[src/rtl/uart_tx_pkg.sv]
// Shared types and constants for the UART transmit framer.
// Optional macro UART_TX_TWO_STOP_EN (see uart_tx_frame) uses the STOP2 state.
package uart_tx_pkg;

    typedef enum logic [2:0] {
        IDLE,
        START,
        DATA,
        PARITY,
        STOP,
        STOP2
    } tx_state_e;

    localparam logic PAR_EVEN  = 1'b0;
    localparam logic PAR_ODD   = 1'b1;
    localparam logic LINE_IDLE = 1'b1;
    localparam logic START_BIT = 1'b0;

    localparam int unsigned MAX_DATA_WIDTH = 9;

    // Narrower payloads are zero-extended; padding zeros do not change the XOR.
    function automatic logic calc_parity(input logic [MAX_DATA_WIDTH-1:0] d,
                                         input logic                      typ);
        logic r;
        case (typ)
            PAR_EVEN: r = ^d;
            PAR_ODD:  r = ~(^d);
            default:  r = ^d;
        endcase
        return r;
    endfunction

endpackage

[src/rtl/uart_tx_serializer.sv]
// Payload shift register and data-bit counter for the UART transmit framer.
// Loads on i_load, shifts right on i_shift_en; o_ser_done marks the last data bit.
module uart_tx_serializer
    import uart_tx_pkg::*;
#(
    parameter int unsigned DATA_WIDTH = 8
) (
    input  logic                  clk,
    input  logic                  rst,
    input  logic                  i_load,
    input  logic [DATA_WIDTH-1:0] i_data,
    input  logic                  i_shift_en,
    input  logic                  i_cnt_clr,
    output logic                  o_ser_bit,
    output logic                  o_ser_done
);

    localparam int unsigned       CNT_W    = $clog2(DATA_WIDTH);
    localparam logic [CNT_W-1:0]  CNT_LAST = CNT_W'(DATA_WIDTH - 1);

    logic [DATA_WIDTH-1:0] r_shift;
    logic [CNT_W-1:0]      r_cnt;

    always_ff @(posedge clk or negedge rst) begin
        if (!rst) begin
            r_shift <= '0;
        end else if (i_load) begin
            r_shift <= i_data;
        end else if (i_shift_en) begin
            r_shift <= {1'b0, r_shift[DATA_WIDTH-1:1]};
        end
    end

    // Counter tracks the index of the bit currently on the line and saturates.
    always_ff @(posedge clk or negedge rst) begin
        if (!rst) begin
            r_cnt <= '0;
        end else if (i_load || i_cnt_clr) begin
            r_cnt <= '0;
        end else if (i_shift_en && (r_cnt != CNT_LAST)) begin
            r_cnt <= r_cnt + 1'b1;
        end
    end

    assign o_ser_bit  = r_shift[0];
    assign o_ser_done = (r_cnt == CNT_LAST);

endmodule

[src/rtl/uart_tx_frame.sv]
// UART transmit framer: start bit, LSB-first data, optional parity, stop bit(s).
// Define UART_TX_TWO_STOP_EN to transmit two stop bits (adds the STOP2 state).
module uart_tx_frame
    import uart_tx_pkg::*;
#(
    parameter int unsigned DATA_WIDTH = 8
) (
    input  logic                  clk,
    input  logic                  rst,
    input  logic [DATA_WIDTH-1:0] p_data,
    input  logic                  data_valid,
    input  logic                  par_en,
    input  logic                  par_typ,
    output logic                  tx_out,
    output logic                  busy
);

    tx_state_e r_state;
    tx_state_e w_next_state;

    logic r_tx_out;
    logic r_busy;
    logic r_par_en;
    logic r_par_bit;

    logic w_next_tx;
    logic w_load;
    logic w_shift;
    logic w_cnt_clr;
    logic w_ser_bit;
    logic w_ser_done;

    uart_tx_serializer #(
        .DATA_WIDTH (DATA_WIDTH)
    ) u_serializer (
        .clk        (clk),
        .rst        (rst),
        .i_load     (w_load),
        .i_data     (p_data),
        .i_shift_en (w_shift),
        .i_cnt_clr  (w_cnt_clr),
        .o_ser_bit  (w_ser_bit),
        .o_ser_done (w_ser_done)
    );

    // The line value is computed for the state being entered, so tx_out is a pure register.
    always_comb begin
        w_next_state = r_state;
        w_next_tx    = LINE_IDLE;
        w_load       = 1'b0;
        w_shift      = 1'b0;
        w_cnt_clr    = 1'b0;
        case (r_state)
            IDLE: begin
                if (data_valid) begin
                    w_next_state = START;
                    w_next_tx    = START_BIT;
                    w_load       = 1'b1;
                end
            end
            START: begin
                w_next_state = DATA;
                w_next_tx    = w_ser_bit;
                w_shift      = 1'b1;
                w_cnt_clr    = 1'b1;
            end
            DATA: begin
                if (w_ser_done) begin
                    if (r_par_en) begin
                        w_next_state = PARITY;
                        w_next_tx    = r_par_bit;
                    end else begin
                        w_next_state = STOP;
                        w_next_tx    = LINE_IDLE;
                    end
                end else begin
                    w_next_tx = w_ser_bit;
                    w_shift   = 1'b1;
                end
            end
            PARITY: begin
                w_next_state = STOP;
                w_next_tx    = LINE_IDLE;
            end
`ifdef UART_TX_TWO_STOP_EN
            STOP: begin
                w_next_state = STOP2;
                w_next_tx    = LINE_IDLE;
            end
            STOP2: begin
                w_next_state = IDLE;
                w_next_tx    = LINE_IDLE;
            end
`else
            STOP: begin
                w_next_state = IDLE;
                w_next_tx    = LINE_IDLE;
            end
`endif
            default: begin
                w_next_state = IDLE;
                w_next_tx    = LINE_IDLE;
            end
        endcase
    end

    always_ff @(posedge clk or negedge rst) begin
        if (!rst) begin
            r_state  <= IDLE;
            r_tx_out <= LINE_IDLE;
            r_busy   <= 1'b0;
        end else begin
            r_state  <= w_next_state;
            r_tx_out <= w_next_tx;
            r_busy   <= (w_next_state != IDLE);
        end
    end

    always_ff @(posedge clk or negedge rst) begin
        if (!rst) begin
            r_par_en  <= 1'b0;
            r_par_bit <= 1'b0;
        end else if (w_load) begin
            r_par_en  <= par_en;
            r_par_bit <= calc_parity(MAX_DATA_WIDTH'(p_data), par_typ);
        end
    end

    assign tx_out = r_tx_out;
    assign busy   = r_busy;

endmodule

[config.mk]
export PLATFORM = sky130hd
export DESIGN_NAME = uart_tx_frame
export DESIGN_NICKNAME = d
export VERILOG_FILES = /design/src/rtl/uart_tx_pkg.sv /design/src/rtl/uart_tx_serializer.sv /design/src/rtl/uart_tx_frame.sv
export SDC_FILE = /design/constraint.sdc
export NUM_CORES = 1
export LEC_CHECK = 0
export BUFFER_PORTS_ARGS = -buffer_cell sky130_fd_sc_hd__buf_2
export CORE_MARGIN = 1.5
export CORE_UTILIZATION = 58
export CTS_CLUSTER_DIAMETER = 80
export DETAILED_ROUTE_END_ITERATION = 8
export HOLD_SLACK_MARGIN = 0.05
export PLACE_DENSITY = 0.8
export SETUP_SLACK_MARGIN = 0.05
export SYNTH_ARGS = -nofsm -noshare
export SYNTH_HDL_FRONTEND = slang
export SYNTH_SLANG_ARGS = --single-unit
[constraint.sdc]
create_clock -name clk -period 3.02 [get_ports clk]
set_input_delay 0.604 -clock clk [delete_from_list [all_inputs] [get_ports clk]]
set_output_delay 0.604 -clock clk [all_outputs]
set_load 0.1 [all_outputs]
==> run metrics, run 1 <==
Slew HR 0.572; most used cell, CP ha_1; grt ovf 0; setup bufs post-CTS 0; Cells after Synth 85; Worst-Skew Late Latency 290 ps; Die W 43.2 um; Die H 43.2 um; pre-CTS setup slack 1110 ps; Final period util 0.639; Mapped Area 937 sq um; largest cells by area after synthesis dfrtp_1 45%, mux2i_1 7.5%, xnor2_1 4.7%, nor2_1 4.0%, a21oi_1 3.2%; crit-path cells ha_1 > ha_1 > o21a_1 > nor3_2 > nor2_1 > a21oi_1; Synth area leader dfrtp_1; crit path DAT 2150 ps; Top Ports 15; Crit. End Element register; worst-case clock buffer depth 2; Slew @ Worst Pin 638 ps; crit path max fanout 12; layout cells sized above 1 0.263; HP Class primary input to asynchronous set/reset pin; diode count 0; HPWL Detailed 1180 um; Root Driver clkbuf_4; number of port buffers 14; startpoint types register; die area about 1900 sq um; GPL Wtd Cong 0.745; Inserted Clock Buffers 3; Setup WS post-layout 1090 ps; Clock Power Share 0.140; post-synth cell types 31; first-pass GRT wire length 2830 um; final WL 1590 um; Crit path largest cell delay 500 ps; routed vias 676; yosys synthesis warning count 0; number of clock sinks 18; GRT Overall Usage 0.210; Worst-path clk slew 100 ps; final setup fails 0; post-cts sizing count 0; Sequential Power Share 0.416; pin count of the biggest net entering global routing 19; NumNets Final 115; Psw between 0.4 and 0.5 mW; Yosys top cell area share 0.454; Crit Path Category register to register; Gate power share 0.443; Post-CTS Hold Fix Bufs 0; PD cells 1010 nW/um^2; RSZ-0062 raised after global routing no; run status finished, final reports clean; synth-to-layout area growth 11.5%; slowest stage cell on the critical path nor3_2; Final Max Tran Viols 0; # rows 14; syn avg cell area around 11 sq um; Fmax 518 MHz; Worst Skew 1.63 ps; Peak VDD IR 0.000507 V; net count after synthesis 100; Req. time, crit path 3240 ps; fillers 127; Final min period 1930 ps; DRT iter0 DRCs 11; register bit total from synthesis 18; initial antenna violation count 0; CTS tree done; residual DRC count 0; Wirelength per Cell 13.8 um; Leakage 0.474 nW; final hold vios 0; Switching Fraction 0.414; setup_tns 0 ps; DR pass1 iterations 4; max_cap viols 0; cell internal pwr roughly 0.62 mW; Initial Utilization 0.622; Tot Pwr 1.06 mW; CORE AREA 1510 sq um; Vias/cell 5.88; family with the most delay on the worst path simple AND/OR/NAND/NOR gates; H-Tree Depth 1; vias in the first global route 654; CP Buf/Inv Count 0; Seq/Total Area, Yosys 0.482; number of routed nets with antenna violations 0
## cell usage in the layout (no fill, tap or decap), types with 2 or more instances in the layout
| cell type | netlist | final |
|---|---|---|
| dfrtp_1 | 17 | 17 |
| a32o_1 | 2 | 2 |
| nand2b_1 | 3 | 3 |
| nor2_1 | 10 | 10 |
| buf_2 | 3 | 14 |
| mux2i_1 | 7 | 7 |
| ha_1 | 2 | 2 |
| o21a_1 | 2 | 2 |
| clkbuf_4 | 0 | 3 |
| nor3_1 | 2 | 2 |
| nor2b_1 | 3 | 3 |
| o21ai_0 | 4 | 4 |
| a21oi_1 | 6 | 6 |
| xnor2_1 | 5 | 5 |
| a31oi_1 | 2 | 2 |
## state kept, by name, indices dropped and copies added, names as in the netlist
name / count
busy: 1
r_par_bit: 1
r_par_en: 1
r_state: 3
tx_out: 1
u_serializer.r_cnt: 3
u_serializer.r_shift: 8
## cell type report
type | instances | area (sq um) | share of cell area
flip-flops and latches | 18 | 452 | 0.432
well taps | 16 | 20.0 | 0.0192
inverters | 1 | 3.75 | 0.00359
clock buffers | 4 | 36.3 | 0.0347
multi-input cells | 61 | 455 | 0.436
repair buffers | 15 | 77.6 | 0.0743
## metrics by stage
stage / instance area, sq um / utilization / std cells / hold WS (ps)
2_1_floorplan: 937 / - / 85 / 308
3_3_place_gp: 1010 / 0.669 / 111 / 489
5_1_grt: 1040 / 0.694 / 115 / 233
3_5_place_dp: 1010 / 0.669 / 111 / 491
6_report: 1040 / 0.694 / 115 / 217
4_1_cts: 1040 / 0.694 / 115 / 232
## final timing paths
| path | slack (ps) | from | to | depth (start not counted) |
|---|---|---|---|---|
| max | 1090 | u_serializer.r_cnt[0]$_DFFE_PN0P_ | u_serializer.r_shift[1]$_DFFE_PN0P_ | 6 |
| min | 220 | rst | r_state[0]$_DFF_PN0_ | 1 |
| max reg2reg | 1090 | u_serializer.r_cnt[0]$_DFFE_PN0P_ | u_serializer.r_shift[1]$_DFFE_PN0P_ | 6 |
| min reg2reg | 510 | u_serializer.r_shift[7]$_DFFE_PN0P_ | u_serializer.r_shift[7]$_DFFE_PN0P_ | 1 |
| max in group asynchronous | 2490 | rst | tx_out$_DFF_PN1_ | 1 |
| min in group clk | 510 | u_serializer.r_shift[7]$_DFFE_PN0P_ | u_serializer.r_shift[7]$_DFFE_PN0P_ | 1 |
## cell usage after synthesis
master / instances
a21oi_1: 6
a22o_1: 1
a22oi_1: 1
a31oi_1: 2
a32o_1: 2
buf_2: 3
buf_4: 1
clkbuf_1: 1
dfrtp_1: 17
dfstp_2: 1
ha_1: 2
inv_1: 1
mux2_2: 1
mux2_4: 1
mux2i_1: 7
nand2_1: 1
nand2b_1: 3
nor2_1: 10
nor2b_1: 3
nor2b_2: 1
nor3_1: 2
nor3_2: 1
nor3b_2: 1
o21a_1: 2
o21ai_0: 4
o21ai_1: 1
o32ai_1: 1
or3_4: 1
xnor2_1: 5
xnor3_1: 1
xor2_1: 1
## kinds of logic after synthesis
kind of cell,after synthesis,share of synthesized area
simple gates,23,0.140
compound gates,20,0.136
flops,18,0.482
fa+ha+maj,2,0.0267
mux,9,0.103
buf+inv,6,0.0320
xor+xnor,7,0.0801
## power groups by stage
stage	sequential, mW	clock, mW	combinational, mW
after floorplan	0.496	0	0.341
after global placement	0.440	0	0.461
after detailed placement	0.444	0	0.476
after CTS	0.439	0.152	0.477
after global routing	0.457	0.161	0.515
final	0.441	0.149	0.470
## worst register-to-register path, delay by kind of cell (launching register included)
kind	cells	cell delay, ps
simple gates	2	590
fa+ha+maj	2	470
flops	1	430
compound gates	2	380
## per-layer routing
layer | track usage | wire (um)
met5 | 0 | 0
met4 | 0.0909 | 10
met3 | 0.0511 | 55
met2 | 0.307 | 740
met1 | 0.294 | 782
(Power assumes the default switching activity.)
==> run 2: changes to the inputs <==
--- a/config.mk
+++ b/config.mk
@@ -7,11 +7,11 @@
 export LEC_CHECK = 0
 export BUFFER_PORTS_ARGS = -buffer_cell sky130_fd_sc_hd__buf_2
 export CORE_MARGIN = 1.5
-export CORE_UTILIZATION = 58
+export CORE_UTILIZATION = 54
 export CTS_CLUSTER_DIAMETER = 80
 export DETAILED_ROUTE_END_ITERATION = 8
 export HOLD_SLACK_MARGIN = 0.05
-export PLACE_DENSITY = 0.8
+export PLACE_DENSITY = 0.75
 export SETUP_SLACK_MARGIN = 0.05
 export SYNTH_ARGS = -nofsm -noshare
 export SYNTH_HDL_FRONTEND = slang
==> constraint.sdc (replaced) <==
create_clock -name clk -period 2 [get_ports clk]
set_input_delay 0.4 -clock clk [delete_from_list [all_inputs] [get_ports clk]]
set_output_delay 0.4 -clock clk [all_outputs]
set_load 0.1 [all_outputs]
==> run 2 against run 1 <==
Net effect: the flow now finishes with violations (design-rule violations); combinational power increased by 56%; non-clock buffer count up 2; fmax is 5.4% higher; hold slack better by 120 ps; first-iteration DRC count up 36%; sequential power increased by 51%; power up 53%; largest power group unchanged.
==> run metrics, run 2 (same netlist as run 1, synthesis figures left out) <==
DR pass1 iterations 6; Crit path largest cell delay 430 ps; DRT iter0 DRCs 15; Final period util 0.915; crit-path cells ha_1 > ha_1 > o21a_1 > or3_4 > a32o_1; number of routed nets with antenna violations 0; setup bufs post-CTS 0; layout cells sized above 1 0.267; pin count of the biggest net entering global routing 19; startpoint types register; final hold vios 0; number of port buffers 14; Worst Skew 5.24 ps; slowest stage cell on the critical path dfrtp_1; post-route design area 1060 sq um; synth-to-layout area growth 13.4%; Gate power share 0.451; initial antenna violation count 0; setup_tns 0 ps; vias in the first global route 583; Peak VDD IR roughly 0.00087 V; Initial Utilization 0.601; Final Max Tran Viols 0; Worst-Skew Late Latency ~290 ps; CTS tree done; grt ovf 0; run status complete, but fails checks; first-pass GRT wire length 2690 um; final WL 1620 um; H-Tree Depth 1; HP Class primary input to register; Fmax 547 MHz; worst-case clock buffer depth 2; GPL Wtd Cong 0.812; Crit. End Element register; Leakage about 0.48 nW; Req. time, crit path 2190 ps; Inserted Clock Buffers 3; post-cts sizing count 0; NumNets Final 117; Slew @ Worst Pin slightly below 500 ps; CP Buf/Inv Count 0; Clock Power Share 0.138; placed inst area 1020 sq um; Vias/cell 5.44; final setup fails 0; PD cells 1530 nW/um^2; die area between 1500 and 2000 sq um; Slew HR 0.678; fillers 131; Top reg by flops u_serializer.r_shift; crit path DAT 2020 ps; routed vias 637; Switching Fraction 0.412; Worst-path clk slew 100 ps; top flop regs u_serializer.r_shift x8, r_state x3, u_serializer.r_cnt x3; # rows 14; GRT Overall Usage 0.190; RSZ-0062 raised after global routing no; family with the most delay on the worst path adder cells; HPWL Detailed 1170 um; most frequent cells in the layout 17 x dfrtp_1, 14 x buf_2, 10 x nor2_1, 7 x mux2i_1, 6 x a21oi_1; Wirelength per Cell about 14 um; CORE AREA 1560 sq um; Die W 44.7 um; failing checks design-rule violations; Top Ports 15; Post-CTS Hold Fix Bufs 1; cell internal pwr 0.954 mW; Root Driver clkbuf_4; diode count 0; Crit Path Category register to register; Final min period between 1500 and 2000 ps; max FFs per register 8; residual DRC count 3; commonest non-fill, non-tap cell in the layout dfrtp_1; number of clock sinks 18; Die H 44.7 um; Psw 0.669 mW; crit path max fanout 7; Sequential Power Share 0.411; most used cell, CP ha_1; max_cap viols 0
run 2: changes by cell type in the layout (fill, tap and decap cells not counted), sizes merged:
cell / previous run / this run
dlygate4sd3: 0 / 1
buf: 15 / 16
run 2: per-stage QoR:
| step | hold slack, ps | setup slack, ps | total power, mW | cells | utilization |
|---|---|---|---|---|---|
| CTS | 330 | 181 | 1.63 | 117 | 0.681 |
| floorplan | 104 | 322 | 1.26 | 85 | - |
| finish | 334 | 170 | 1.62 | 117 | 0.681 |
| global route | 325 | 122 | 1.73 | 117 | 0.681 |
| global placement | 346 | 280 | 1.38 | 112 | 0.652 |
| detailed placement | 354 | 210 | 1.40 | 112 | 0.652 |
run 2: area by class of cell:
cell class	count	area [sq um]	share of cell area
Multi-Input combinational cell	61	455	0.429
Clock buffer	4	36.3	0.0342
Sequential cell	18	452	0.425
Timing Repair Buffer	17	95.1	0.0895
Tap cell	16	20.0	0.0188
Inverter	1	3.75	0.00353
run 2: per-layer routing:
metal	vias to the layer above	wire length [um]	global-route usage
met5	-	0	0
met4	0	18	0.0727
met3	2	43	0.0245
met2	12	730	0.322
met1	291	832	0.245
li1	332	-	-
run 2: final timing paths:
check	start	end	slack, ps	cells past startpoint
setup / recovery	u_serializer.r_cnt[0]$_DFFE_PN0P_	u_serializer.r_cnt[1]$_DFFE_PN0P_	170	5
max in group asynchronous	rst	tx_out$_DFF_PN1_	1140	2
setup reg to reg	u_serializer.r_cnt[0]$_DFFE_PN0P_	u_serializer.r_cnt[1]$_DFFE_PN0P_	170	5
hold / removal	par_en	r_par_en$_DFFE_PN0P_	330	2
hold reg to reg	u_serializer.r_shift[7]$_DFFE_PN0P_	u_serializer.r_shift[7]$_DFFE_PN0P_	520	1
min in group asynchronous	rst	r_state[1]$_DFF_PN0_	550	2
run 2: power groups by stage:
stage / clock network [mW] / logic (mW) / registers, mW
6_report: 0.223 / 0.732 / 0.667
5_1_grt: 0.240 / 0.803 / 0.687
4_1_cts: 0.229 / 0.738 / 0.664
3_5_place_dp: 0 / 0.733 / 0.669
3_3_place_gp: 0 / 0.715 / 0.665
2_1_floorplan: 0 / 0.514 / 0.749
==> run 3: changes to the inputs <==
--- a/config.mk
+++ b/config.mk
@@ -12,6 +12,7 @@
 export DETAILED_ROUTE_END_ITERATION = 8
 export HOLD_SLACK_MARGIN = 0.05
 export PLACE_DENSITY = 0.75
+export REMOVE_ABC_BUFFERS = 1
 export SETUP_SLACK_MARGIN = 0.05
 export SYNTH_ARGS = -nofsm -noshare
 export SYNTH_HDL_FRONTEND = slang
==> run 3 against run 2 <==
Net effect: sequential cell count stayed put; setup slack better by 42 ps; fmax is 2.4% higher; global-route usage is 1.6 points higher; clock-buffer cell count stayed put; the flow still finishes with violations (design-rule violations); largest power group unchanged; cell area is 0.94% lower.
==> run metrics, run 3 (same netlist as run 1, synthesis figures left out) <==
HP Class primary input to register; slowest stage cell on the critical path dfrtp_1; grt peak-use layer met2; Req. time, crit path approximately 2200 ps; diode count 0; final hold vios 0; CORE AREA 1560 sq um; final cell count without fillers 117; grt ovf 0; H-Tree Depth 1; Worst Skew 5.79 ps; Inserted Clock Buffers 3; Final Max Tran Viols 0; area of the multi-input gates 455 sq um; crit-path cells ha_1 > ha_1 > o21a_1 > or3_4 > a32o_1; commonest non-fill, non-tap cell in the layout dfrtp_1; Final min period roughly 1800 ps; fillers 132; top flop regs u_serializer.r_shift x8, r_state x3, u_serializer.r_cnt x3; pin count of the biggest net entering global routing 19; placed inst area 1020 sq um; run status complete, but fails checks; most frequent cells in the layout 17 x dfrtp_1, 14 x buf_2, 10 x nor2_1, 7 x mux2i_1, 6 x a21oi_1; number of port buffers 14; GRT Overall Usage 0.205; Initial Utilization 0.601; Die H 44.7 um; crit path DAT 1980 ps; post-route design area roughly 1100 sq um; DR pass1 iterations 6; initial antenna violation count 0; Hold WS 339 ps; GPL Wtd Cong 0.753; number of clock sinks 18; die area 1990 sq um; met1 Use GR 0.272; Slew @ Worst Pin 483 ps; GR Layer Usage met2 0.319; PD cells 1510 nW/um^2; synth-to-layout area growth 12.3%; layout cells sized above 1 0.257; final setup fails 0; routed vias between 600 and 700; Top Ports 15; max_cap viols 0; Peak VDD IR 0.000751 V; vias in the first global route just under 700; Sequential Area 452 sq um; worst-case clock buffer depth 2; placed insts 112; RSZ-0062 raised after global routing no; Leakage 0.477 nW; final WL 1650 um; Wirelength per Cell 14.1 um; Worst-Skew Late Latency 290 ps; Worst-path clk slew roughly 100 ps; HPWL Detailed roughly 1200 um; failing checks design-rule violations; # rows 14; M3 GR Usage 0.0490; Root Driver clkbuf_4; Crit. End Element register; most used cell, CP ha_1; Vias/cell about 5.8; Fmax 559 MHz; NumNets Final approximately 120; Crit Path Category register to register; Slew HR 0.680; number of routed nets with antenna violations 0; startpoint types register; first-pass GRT wire length 2880 um; DRT iter0 DRCs 5; family with the most delay on the worst path adder cells; Top reg by flops u_serializer.r_shift; CTS tree done; setup_tns 0 ps; CP Buf/Inv Count 0; residual DRC count 1; Final period util 0.894; Crit path largest cell delay 420 ps; max FFs per register 8; Die W 44.7 um; crit path max fanout 7
[run 3: changes by cell type in the layout (fill, tap and decap cells not counted)]
cell / change
clkbuf_8: -1
clkbuf_1: +1
[run 3: path summary, 6_finish.rpt]
path | start | to | slack [ps] | cells past startpoint
min | par_en | r_par_en$_DFFE_PN0P_ | 340 | 2
max | u_serializer.r_cnt[0]$_DFFE_PN0P_ | u_serializer.r_cnt[1]$_DFFE_PN0P_ | 210 | 5
max reg2reg | u_serializer.r_cnt[0]$_DFFE_PN0P_ | u_serializer.r_cnt[1]$_DFFE_PN0P_ | 210 | 5
max in group asynchronous | rst | tx_out$_DFF_PN1_ | 1130 | 2
min reg2reg | u_serializer.r_cnt[1]$_DFFE_PN0P_ | u_serializer.r_cnt[1]$_DFFE_PN0P_ | 510 | 1
min in group asynchronous | rst | u_serializer.r_shift[0]$_DFFE_PN0P_ | 550 | 2
[run 3: per-stage QoR]
step / utilization / worst slack, ps / total power [mW]
2_1_floorplan: - / 308 / 1.23
3_3_place_gp: 0.652 / 275 / 1.38
4_1_cts: 0.675 / 216 / 1.60
6_report: 0.675 / 212 / 1.59
5_1_grt: 0.675 / 159 / 1.72
3_5_place_dp: 0.652 / 240 / 1.41
[run 3: layer usage]
| metal | wire length (um) | up-vias |
|---|---|---|
| li1 | - | 332 |
| met1 | 770 | 321 |
| met2 | 777 | 17 |
| met3 | 67 | 5 |
| met4 | 39 | 0 |
| met5 | 0 | - |
[run 3: cell type report]
cell class / count / share of cell area
Multi-Input combinational cell: 61 / 0.433
Sequential cell: 18 / 0.429
Timing Repair Buffer: 17 / 0.0904
Clock buffer: 4 / 0.0250
Tap cell: 16 / 0.0190
Inverter: 1 / 0.00357
[run 3: where the power goes]
| group | total (mW) | leakage, nW | internal (mW) | switching, mW |
|---|---|---|---|---|
| clock network | 0.189 | 0.0150 | 0.0776 | 0.111 |
| logic | 0.734 | 0.246 | 0.311 | 0.423 |
| registers | 0.662 | 0.216 | 0.532 | 0.131 |
| total | 1.59 | 0.477 | 0.920 | 0.665 |
[run 3: what timing repair did]
action	CTS	global route
hold endpoints to repair	17	0
hold buffers	1	0
buffers inserted	0	0
resized for setup	0	0
